`src/rtl/instruction_loader_pkg.sv`:
```
// Shared definitions for the instruction loader and the instruction memory.
// Optional feature macro: INSTRUCTION_LOADER_CHECKSUM_EN (trailing XOR byte).
package instruction_loader_pkg;

    typedef enum logic [2:0] {
        HDR0  = 3'd0,
        HDR1  = 3'd1,
        DATA  = 3'd2,
        WRITE = 3'd3,
        CSUM  = 3'd4,
        DONE  = 3'd5,
        ERROR = 3'd6
    } loader_state_t;

    localparam int HDR_BYTES = 2;

    // Byte-address width of an instruction memory of word_count words.
    function automatic int calc_addr_bits(input int word_count, input int word_bits);
        return $clog2(word_count * (word_bits / 8));
    endfunction

endpackage

```
`src/rtl/instruction_loader_word_assembler.sv`:
```
// Little-endian byte-to-word assembler: places each accepted byte into the
// next lane and flags the byte that completes a word.
module loader_word_assembler #(
    parameter int WORD_BITS = 32
) (
    input  logic                 clk,
    input  logic                 rst_n,
    input  logic                 flush,
    input  logic                 shift_en,
    input  logic [7:0]           byte_in,
    output logic [WORD_BITS-1:0] word_next,
    output logic                 word_complete
);

    localparam int BYTES    = WORD_BITS / 8;
    localparam int IDX_BITS = (BYTES > 1) ? $clog2(BYTES) : 1;
    localparam logic [IDX_BITS-1:0] LAST_IDX = IDX_BITS'(BYTES - 1);

    logic [IDX_BITS-1:0]  byte_idx;
    logic [WORD_BITS-1:0] word_q;

    // Current partial word with the incoming byte dropped into its lane.
    always_comb begin
        word_next = word_q;
        for (int i = 0; i < BYTES; i++) begin
            if (byte_idx == IDX_BITS'(i)) begin
                word_next[8*i +: 8] = byte_in;
            end
        end
    end

    assign word_complete = shift_en && (byte_idx == LAST_IDX);

    // Lane counter and partial-word storage; flush realigns to lane 0.
    always_ff @(posedge clk or negedge rst_n) begin
        if (!rst_n) begin
            byte_idx <= '0;
            word_q   <= '0;
        end else if (flush) begin
            byte_idx <= '0;
        end else if (shift_en) begin
            word_q   <= word_next;
            byte_idx <= word_complete ? '0 : byte_idx + 1'b1;
        end
    end

endmodule

```
`src/rtl/instruction_loader.sv`:
```
// Framed byte-stream loader for the GPU instruction memory. Assembles
// little-endian words, writes them at word-aligned byte addresses and holds
// the core off while an image is loading.
// Optional feature macro: INSTRUCTION_LOADER_CHECKSUM_EN -- when defined the
// frame ends with an XOR-of-all-bytes checksum byte checked in CSUM.
//
// state | meaning
// HDR0  | idle, waiting for word count low byte
// HDR1  | waiting for word count high byte, range check
// DATA  | collecting payload bytes of the current word
// WRITE | one-cycle RAM write of the assembled word (bubble, not ready)
// CSUM  | waiting for trailing checksum byte (checksum build only)
// DONE  | one-cycle completion pulse, hold released
// ERROR | bad frame; stays until clear_i
module instruction_loader
    import instruction_loader_pkg::*;
#(
    parameter int WORD_COUNT = 64,
    parameter int WORD_BITS  = 32,
    localparam int BYTES_PER_WORD = WORD_BITS / 8,
    localparam int ADDR_BITS      = calc_addr_bits(WORD_COUNT, WORD_BITS)
) (
    input  logic                 clk_i,
    input  logic                 rst_ni,
    input  logic                 byte_valid_i,
    input  logic [7:0]           byte_data_i,
    output logic                 byte_ready_o,
    input  logic                 clear_i,
    output logic                 wr_en_o,
    output logic [ADDR_BITS-1:0] wr_addr_o,
    output logic [WORD_BITS-1:0] wr_data_o,
    output logic                 cpu_hold_o,
    output logic                 done_o,
    output logic                 error_o
);

    localparam int IDX_BITS  = $clog2(WORD_COUNT) + 1;
    localparam int LANE_BITS = $clog2(BYTES_PER_WORD);
    localparam logic [15:0] MAX_WORDS = 16'(WORD_COUNT);

    loader_state_t         state_q, state_d;
    logic [7:0]            n_lo_q;
    logic [15:0]           n_words_q;
    logic [IDX_BITS-1:0]   word_idx_q;
    logic [ADDR_BITS-1:0]  wr_addr_q;
    logic [WORD_BITS-1:0]  wr_data_q;
    logic [15:0]           hdr_count;
    logic                  last_word;
    logic                  ready;
    logic                  xfer;
    logic                  hold;
    logic                  done;
    logic                  err;
    logic                  wr_en;
    logic [WORD_BITS-1:0]  word_next;
    logic                  word_complete;

`ifdef INSTRUCTION_LOADER_CHECKSUM_EN
    logic [7:0]            csum_q;
    localparam loader_state_t END_STATE = CSUM;
`else
    localparam loader_state_t END_STATE = DONE;
`endif

    assign ready     = (state_q inside {HDR0, HDR1, DATA, CSUM});
    assign xfer      = byte_valid_i && ready;
    assign hdr_count = {byte_data_i, n_lo_q};
    assign last_word = ((16'(word_idx_q) + 16'd1) == n_words_q);

    loader_word_assembler #(
        .WORD_BITS (WORD_BITS)
    ) u_assembler (
        .clk           (clk_i),
        .rst_n         (rst_ni),
        .flush         (state_q != DATA),
        .shift_en      (xfer && (state_q == DATA)),
        .byte_in       (byte_data_i),
        .word_next     (word_next),
        .word_complete (word_complete)
    );

    // State register.
    always_ff @(posedge clk_i or negedge rst_ni) begin
        if (!rst_ni) begin
            state_q <= HDR0;
        end else begin
            state_q <= state_d;
        end
    end

    // Next-state and per-state output decode.
    always_comb begin
        state_d = state_q;
        hold    = 1'b0;
        done    = 1'b0;
        err     = 1'b0;
        wr_en   = 1'b0;
        case (state_q)
            HDR0: begin
                if (xfer) state_d = HDR1;
            end
            HDR1: begin
                hold = 1'b1;
                if (xfer) begin
                    if (hdr_count == 16'd0)          state_d = END_STATE;
                    else if (hdr_count > MAX_WORDS)  state_d = ERROR;
                    else                             state_d = DATA;
                end
            end
            DATA: begin
                hold = 1'b1;
                if (word_complete) state_d = WRITE;
            end
            WRITE: begin
                hold  = 1'b1;
                wr_en = 1'b1;
                state_d = last_word ? END_STATE : DATA;
            end
`ifdef INSTRUCTION_LOADER_CHECKSUM_EN
            CSUM: begin
                hold = 1'b1;
                if (xfer) state_d = (byte_data_i == csum_q) ? DONE : ERROR;
            end
`endif
            DONE: begin
                done    = 1'b1;
                state_d = HDR0;
            end
            ERROR: begin
                hold = 1'b1;
                err  = 1'b1;
                if (clear_i) state_d = HDR0;
            end
            default: state_d = HDR0;
        endcase
    end

    // Header capture, word counter and write-port registers (held between writes).
    always_ff @(posedge clk_i or negedge rst_ni) begin
        if (!rst_ni) begin
            n_lo_q     <= '0;
            n_words_q  <= '0;
            word_idx_q <= '0;
            wr_addr_q  <= '0;
            wr_data_q  <= '0;
        end else begin
            if (xfer && (state_q == HDR0)) begin
                n_lo_q <= byte_data_i;
            end
            if (xfer && (state_q == HDR1)) begin
                n_words_q  <= hdr_count;
                word_idx_q <= '0;
            end
            if (word_complete) begin
                wr_data_q <= word_next;
                wr_addr_q <= ADDR_BITS'(word_idx_q) << LANE_BITS;
            end
            if (state_q == WRITE) begin
                word_idx_q <= word_idx_q + 1'b1;
            end
        end
    end

`ifdef INSTRUCTION_LOADER_CHECKSUM_EN
    // Running XOR over header and payload bytes; restarts on each new frame.
    always_ff @(posedge clk_i or negedge rst_ni) begin
        if (!rst_ni) begin
            csum_q <= '0;
        end else if (xfer) begin
            if (state_q == HDR0)       csum_q <= byte_data_i;
            else if (state_q != CSUM)  csum_q <= csum_q ^ byte_data_i;
        end
    end
`endif

    assign byte_ready_o = ready;
    assign wr_en_o      = wr_en;
    assign wr_addr_o    = wr_addr_q;
    assign wr_data_o    = wr_data_q;
    assign cpu_hold_o   = hold;
    assign done_o       = done;
    assign error_o      = err;

endmodule
```
`config.mk`:
```
export PLATFORM = sky130hd
export DESIGN_NAME = instruction_loader
export DESIGN_NICKNAME = d
export VERILOG_FILES = /design/src/rtl/instruction_loader_pkg.sv /design/src/rtl/instruction_loader_word_assembler.sv /design/src/rtl/instruction_loader.sv
export SDC_FILE = /design/constraint.sdc
export NUM_CORES = 1
export LEC_CHECK = 0
export BUFFER_PORTS_ARGS = -buffer_cell sky130_fd_sc_hd__buf_2
export CELL_PAD_IN_SITES_DETAIL_PLACEMENT = 2
export CELL_PAD_IN_SITES_GLOBAL_PLACEMENT = 2
export CORE_MARGIN = 2
export CORE_UTILIZATION = 34
export DETAILED_ROUTE_END_ITERATION = 12
export MAX_ROUTING_LAYER = met4
export PLACE_DENSITY = 0.84
export SYNTH_ARGS = -nofsm -noshare
export SYNTH_HDL_FRONTEND = slang
export SYNTH_SLANG_ARGS = --single-unit
```
`constraint.sdc`:
```
create_clock -name clk_i -period 1.7 [get_ports clk_i]
set_input_delay 0.17 -clock clk_i [delete_from_list [all_inputs] [get_ports clk_i]]
set_output_delay 0.17 -clock clk_i [all_outputs]
set_load 0.05 [all_outputs]
```
After elaboration in Yosys (flattened, before gate mapping)
Index checks and enable logic that the tools add are counted.
- flip-flop bits (word level): 106
- input port bits: 12
- output and inout bits: 45
- logic and storage cells: 63
- add/sub/neg operators: 3
- $lt $le $gt $ge: 1
- eq/ne operators: 15
- multiplexer cells: 21
- bitwise gates (word level): 1
- reduce and logical (&&, ||, !) cells: 14
- operator list (cell ; number):
    8-bit 2-to-1 mux ; 4
    3-bit 2-to-1 mux ; 7
    8-bit by 16-bit == test with 1-bit output ; 1
    16-bit by 7-bit greater-than comparator with 1-bit output, second input constant ; 1
    16-bit logical NOT ; 1
    3-bit one-hot mux with 5 select lines ; 1
    7-bit 2-to-1 mux ; 2
    3-bit == test, second input constant ; 3
    7-bit by 1-bit adder with 8-bit output, second input constant ; 1
    7-bit by 1-bit adder with 7-bit output, second input constant ; 1
    3-bit by 2-bit == test with 1-bit output, second input constant ; 2
    2-bit 2-to-1 mux ; 3
    2-bit != test, second input constant ; 3
    1-bit logical AND ; 5
    2-bit == test, second input constant ; 2
    1-bit 2-to-1 mux ; 4
    4-bit AND reduction ; 1
    2-bit nonzero test ; 2
    4-bit nonzero test ; 1
    4-bit OR reduction ; 1
    3-bit by 1-bit == test with 1-bit output, second input constant ; 1
    3-bit logical NOT ; 1
    3-bit by 2-bit != test with 1-bit output, second input constant ; 1
    2-bit by 1-bit adder with 2-bit output, second input constant ; 1
    other kinds (5) ; 5

Depth between registers and ports, before layout
- depth in word-level cells: 8
- gate-level depth with buffers: 7
- gate-level depth less buffers: 6

By module
Synthesis repeated with hierarchy kept, for this count alone.
- cells, all modules: 368
- area total of the unflattened synthesis: 4981.0 um2
- modules (own cells, without submodules) (module ; times used ; cells each ; area each (um2) ; seq. area each (um2)):
    instruction_loader ; 1 ; 250 ; 3189.3 ; 1801.7
    loader_word_assembler ; 1 ; 118 ; 1791.7 ; 850.8

Least setup slack after synthesis
No wires, ideal clock.
- kind: reg2reg
- start: register word_idx_q[0]
- end: register state_q[1]
- library setup time: 0.124 ns
- arrival time: 1.724 ns
- required time: 1.576 ns
- slack: -0.148 ns
- cell stages (with the launch flop): 7
- path buffers: 0
- period minus slack after synthesis: 1.848 ns
- path through: dfrtp_1 -> ha_1 -> nand2b_1 -> o211a_1 -> o32ai_1 -> o2111ai_2 -> a211o_1
- longest elaborated chain between the ends: 4
- ends and longest elaborated chain (what ; line ; RTL):
    start: declaration ; instruction_loader.sv:44 ; logic [IDX_BITS-1:0] word_idx_q;
    start signal: assignment ; instruction_loader.sv:159 ; word_idx_q <= word_idx_q + 1'b1;
    7-bit by 1-bit adder with 8-bit output ; instruction_loader.sv:68 ; assign last_word = ((16'(word_idx_q) + 16'd1) == n_words_q);
    8-bit by 16-bit == test with 1-bit output ; instruction_loader.sv:68 ;
    3-bit 2-to-1 mux ; instruction_loader.sv:117 ; state_d = last_word ? END_STATE : DATA;
    3-bit one-hot mux with 5 select lines ; instruction_loader.sv:98 ; case (state_q)
    end signal: assignment ; instruction_loader.sv:87 ; state_q <= state_d;
    end: declaration ; instruction_loader.sv:41 ; loader_state_t state_q, state_d;
Every way passes these cells.
A chain may end at the register's enable or synchronous reset.

Worst setup path after layout
Same ends and word-level chain as after synthesis.

==> metrics <==
status complete, but fails checks; failing checks negative setup slack; vias in the first global route roughly 3800; FP Rows 41; GP Congestion 0.7861; clock sink count 98; Worst-Skew Late Latency 0.35 ns; wire per inst 24.23 um; crit path DAT 2.21 ns; final hold violations 0; CP Max Fanout 5; Placeable Area 12620 um^2; CTS H-tree lvls 3; Final Total Pwr 8.902 mW; CTS Root Cell clkbuf_16; largest net degree at the start of global routing 59; commonest non-fill, non-tap cell in the layout dfrtp_1; final non-filler cell total 652; antenna diode count 0; DR iter-0 viols 194; Synth-to-Final Area Change 29.20%; # placed instances roughly 630; Tightest Hold Check Type in -> reg; syn_area_per_cell 11.19 um^2; Nets between 400 and 500; Final Setup Violations 6; Setup CP Type reg -> reg; pins over their slew limit 0; yosys warns 0; IO Pins 57; Max IR drop VDD between 0.6 and 0.7 mV; Yosys cell types 42; synthesized instance count 394; Reg-to-Reg End state_q[1]$_DFFE_PN0P_; RSZ-0062 raised after global routing true; post-layout minimum cycle time 1.973 ns; Synth Flop Type dfrtp_1; total grt overflow 0; Port-buffer cells 54; max_cap viols 0; Final HPWL DP about 9000 um; mapped cell area 4409 um^2; Pre-antenna DRT Iters 4; vias per cell 5.201; LEAKAGE 2.728 nW; Post-synth EDFFs 0; share of cells above drive strength 1 40.00%; Max Freq roughly 510 MHz; DRT Wirelength about 16000 um; Setup crit start kind flop; Least-Margin Pin Slew ~0.53 ns; Starting Density 34.94%; PD cells 1563 nW/um^2; initial antenna violation count 0; routed via count 3391; Hold Path End state_q[2]$_DFFE_PN0P_; Chip Height 117.9 um; Clock Skew about 0.0095 ns; Num CTS Buffers 9; setup ws final -0.2728 ns; global-route wire length before repair 22850 um; Post-route DRC 0; CP required 1.94 ns; Tcrit/Tclk final 116.0%; slew margin rel. 64.22%; fill count about 1300; Post-synth ARST share 100.0%; GRT Util Overall 22.26%; register area share after synthesis 55.62%; setup slack, reg-to-reg -0.27 ns; clock transition at the registers of the reported paths 0.07 ns; crit path capture type flop; Yosys reg bits 98; Hold Crit Start clear_i; Die W about 120 um; hold-critical path depth 2; die area around 14000 um^2; DRT antenna net count 0; clock tree buffer depth 2; RR Startpoint word_idx_q[0]$_DFFE_PN0P_; commonest non-fill, non-tap cells in the layout dfrtp_1, nand2_1, buf_2; CTS tree done; Reg2Reg Depth 6
[synthesized netlist by cell type, types with 3 or more instances]
cell      number  area, um^2
xnor2_1        6       52.55
ha_1           5       62.56
clkbuf_1      15       56.30
nor3_1         5       25.02
mux2i_1       26       260.3
o31ai_1        3       22.52
nand2b_1       6       37.54
and3_1         3       18.77
buf_4          3       22.52
dfrtp_1       98        2452
mux2_2        48       540.5
inv_1          7       26.28
buf_1          4       15.01
buf_2          4       20.02
nor2_1        11       41.29
nor4_1         5       31.28
a21oi_1        4       20.02
o21ai_0       34       170.2
nand3_1        4       20.02
nand2_1       76       285.3
[worst max-delay path by stage]
| stage | startpoint | to | slack (ns) | cells after the start |
|---|---|---|---|---|
| floorplan | word_idx_q[0]$_DFFE_PN0P_ | state_q[1]$_DFFE_PN0P_ | -0.04 | 6 |
| finish | word_idx_q[0]$_DFFE_PN0P_ | state_q[1]$_DFFE_PN0P_ | -0.27 | 6 |
| global route | word_idx_q[0]$_DFFE_PN0P_ | state_q[1]$_DFFE_PN0P_ | -0.32 | 6 |
| detailed placement | n_lo_q[2]$_DFFE_PN0P_ | state_q[0]$_DFFE_PN0P_ | -0.28 | 5 |
| global placement | word_idx_q[0]$_DFFE_PN0P_ | state_q[1]$_DFFE_PN0P_ | -0.03 | 6 |
| CTS | word_idx_q[0]$_DFFE_PN0P_ | state_q[2]$_DFFE_PN0P_ | -0.16 | 7 |
[layout make-up]
type                       instances  area (um^2)  share of cell area [%]
sequential                        98         2454                   43.07
inverter                           7        26.28                  0.4612
timing repair buffer              97        685.7                   12.04
clock buffer                      11        242.7                   4.261
multi-input combinational        263         2021                   35.47
tap                              172        215.2                   3.778
clock inverter                     4        52.55                  0.9225
[worst max-delay path, stage by stage, from the launching register on]
cell,delay [ns]
dfrtp_2,0.46
ha_4,0.21
nand2b_1,0.14
a21oi_1,0.15
o32ai_4,0.36
o2111ai_4,0.19
a211o_1,0.34
[per-layer routing]
layer	track usage (%)	vias up	wire length [um]
met1	26.23	1768	6249
met4	7.380	0	557
met2	38.74	85	8458
met3	3.682	29	530
li1	-	1509	-
met5	-	-	0
[power breakdown]
group,total (mW),switching (mW),internal (mW)
registers,3.58,0.629,2.95
logic,3.21,1.71,1.50
clock network,2.11,0.932,1.18
[state kept, by name, summed over array words and instances (netlist names)]
register and flops:
n_lo_q 8, n_words_q 16, state_q 3, u_assembler.byte_idx 2, u_assembler.word_q 24, word_idx_q 7
wr_addr_o 6, wr_data_o 32
[repair_timing]
item,4_1_cts,5_1_grt
pin swaps,6,8
endpoints found under the hold margin,98,0
setup endpoints to repair,17,35
resized for setup,28,25
buffers inserted,3,4
hold buffers,1,0
[stage by stage]
stage	setup TNS (ns)	hold WS [ns]	setup slack [ns]	cell area [um^2]	utilization, %
after floorplan	-0.03585	-0.1256	-0.03585	4437	-
after global placement	-0.03282	0.1676	-0.03282	5109	40.48
after detailed placement	-0.6146	0.1724	-0.2764	5109	40.48
after CTS	-0.4761	0.05583	-0.1609	5552	43.99
after global routing	-1.120	0.08300	-0.3239	5697	45.14
final	-0.8108	0.08450	-0.2728	5697	45.14
[cell families after synthesis]
family / after synthesis / synth area share (%)
mux: 74 / 18.16
simple gates: 119 / 12.06
flops: 98 / 55.62
buf+inv: 34 / 3.433
xor+xnor: 8 / 1.589
fa+ha+maj: 5 / 1.419
compound gates: 55 / 7.634
other cells: 1 / 0.08505
Power figures use the tool's default switching activity.
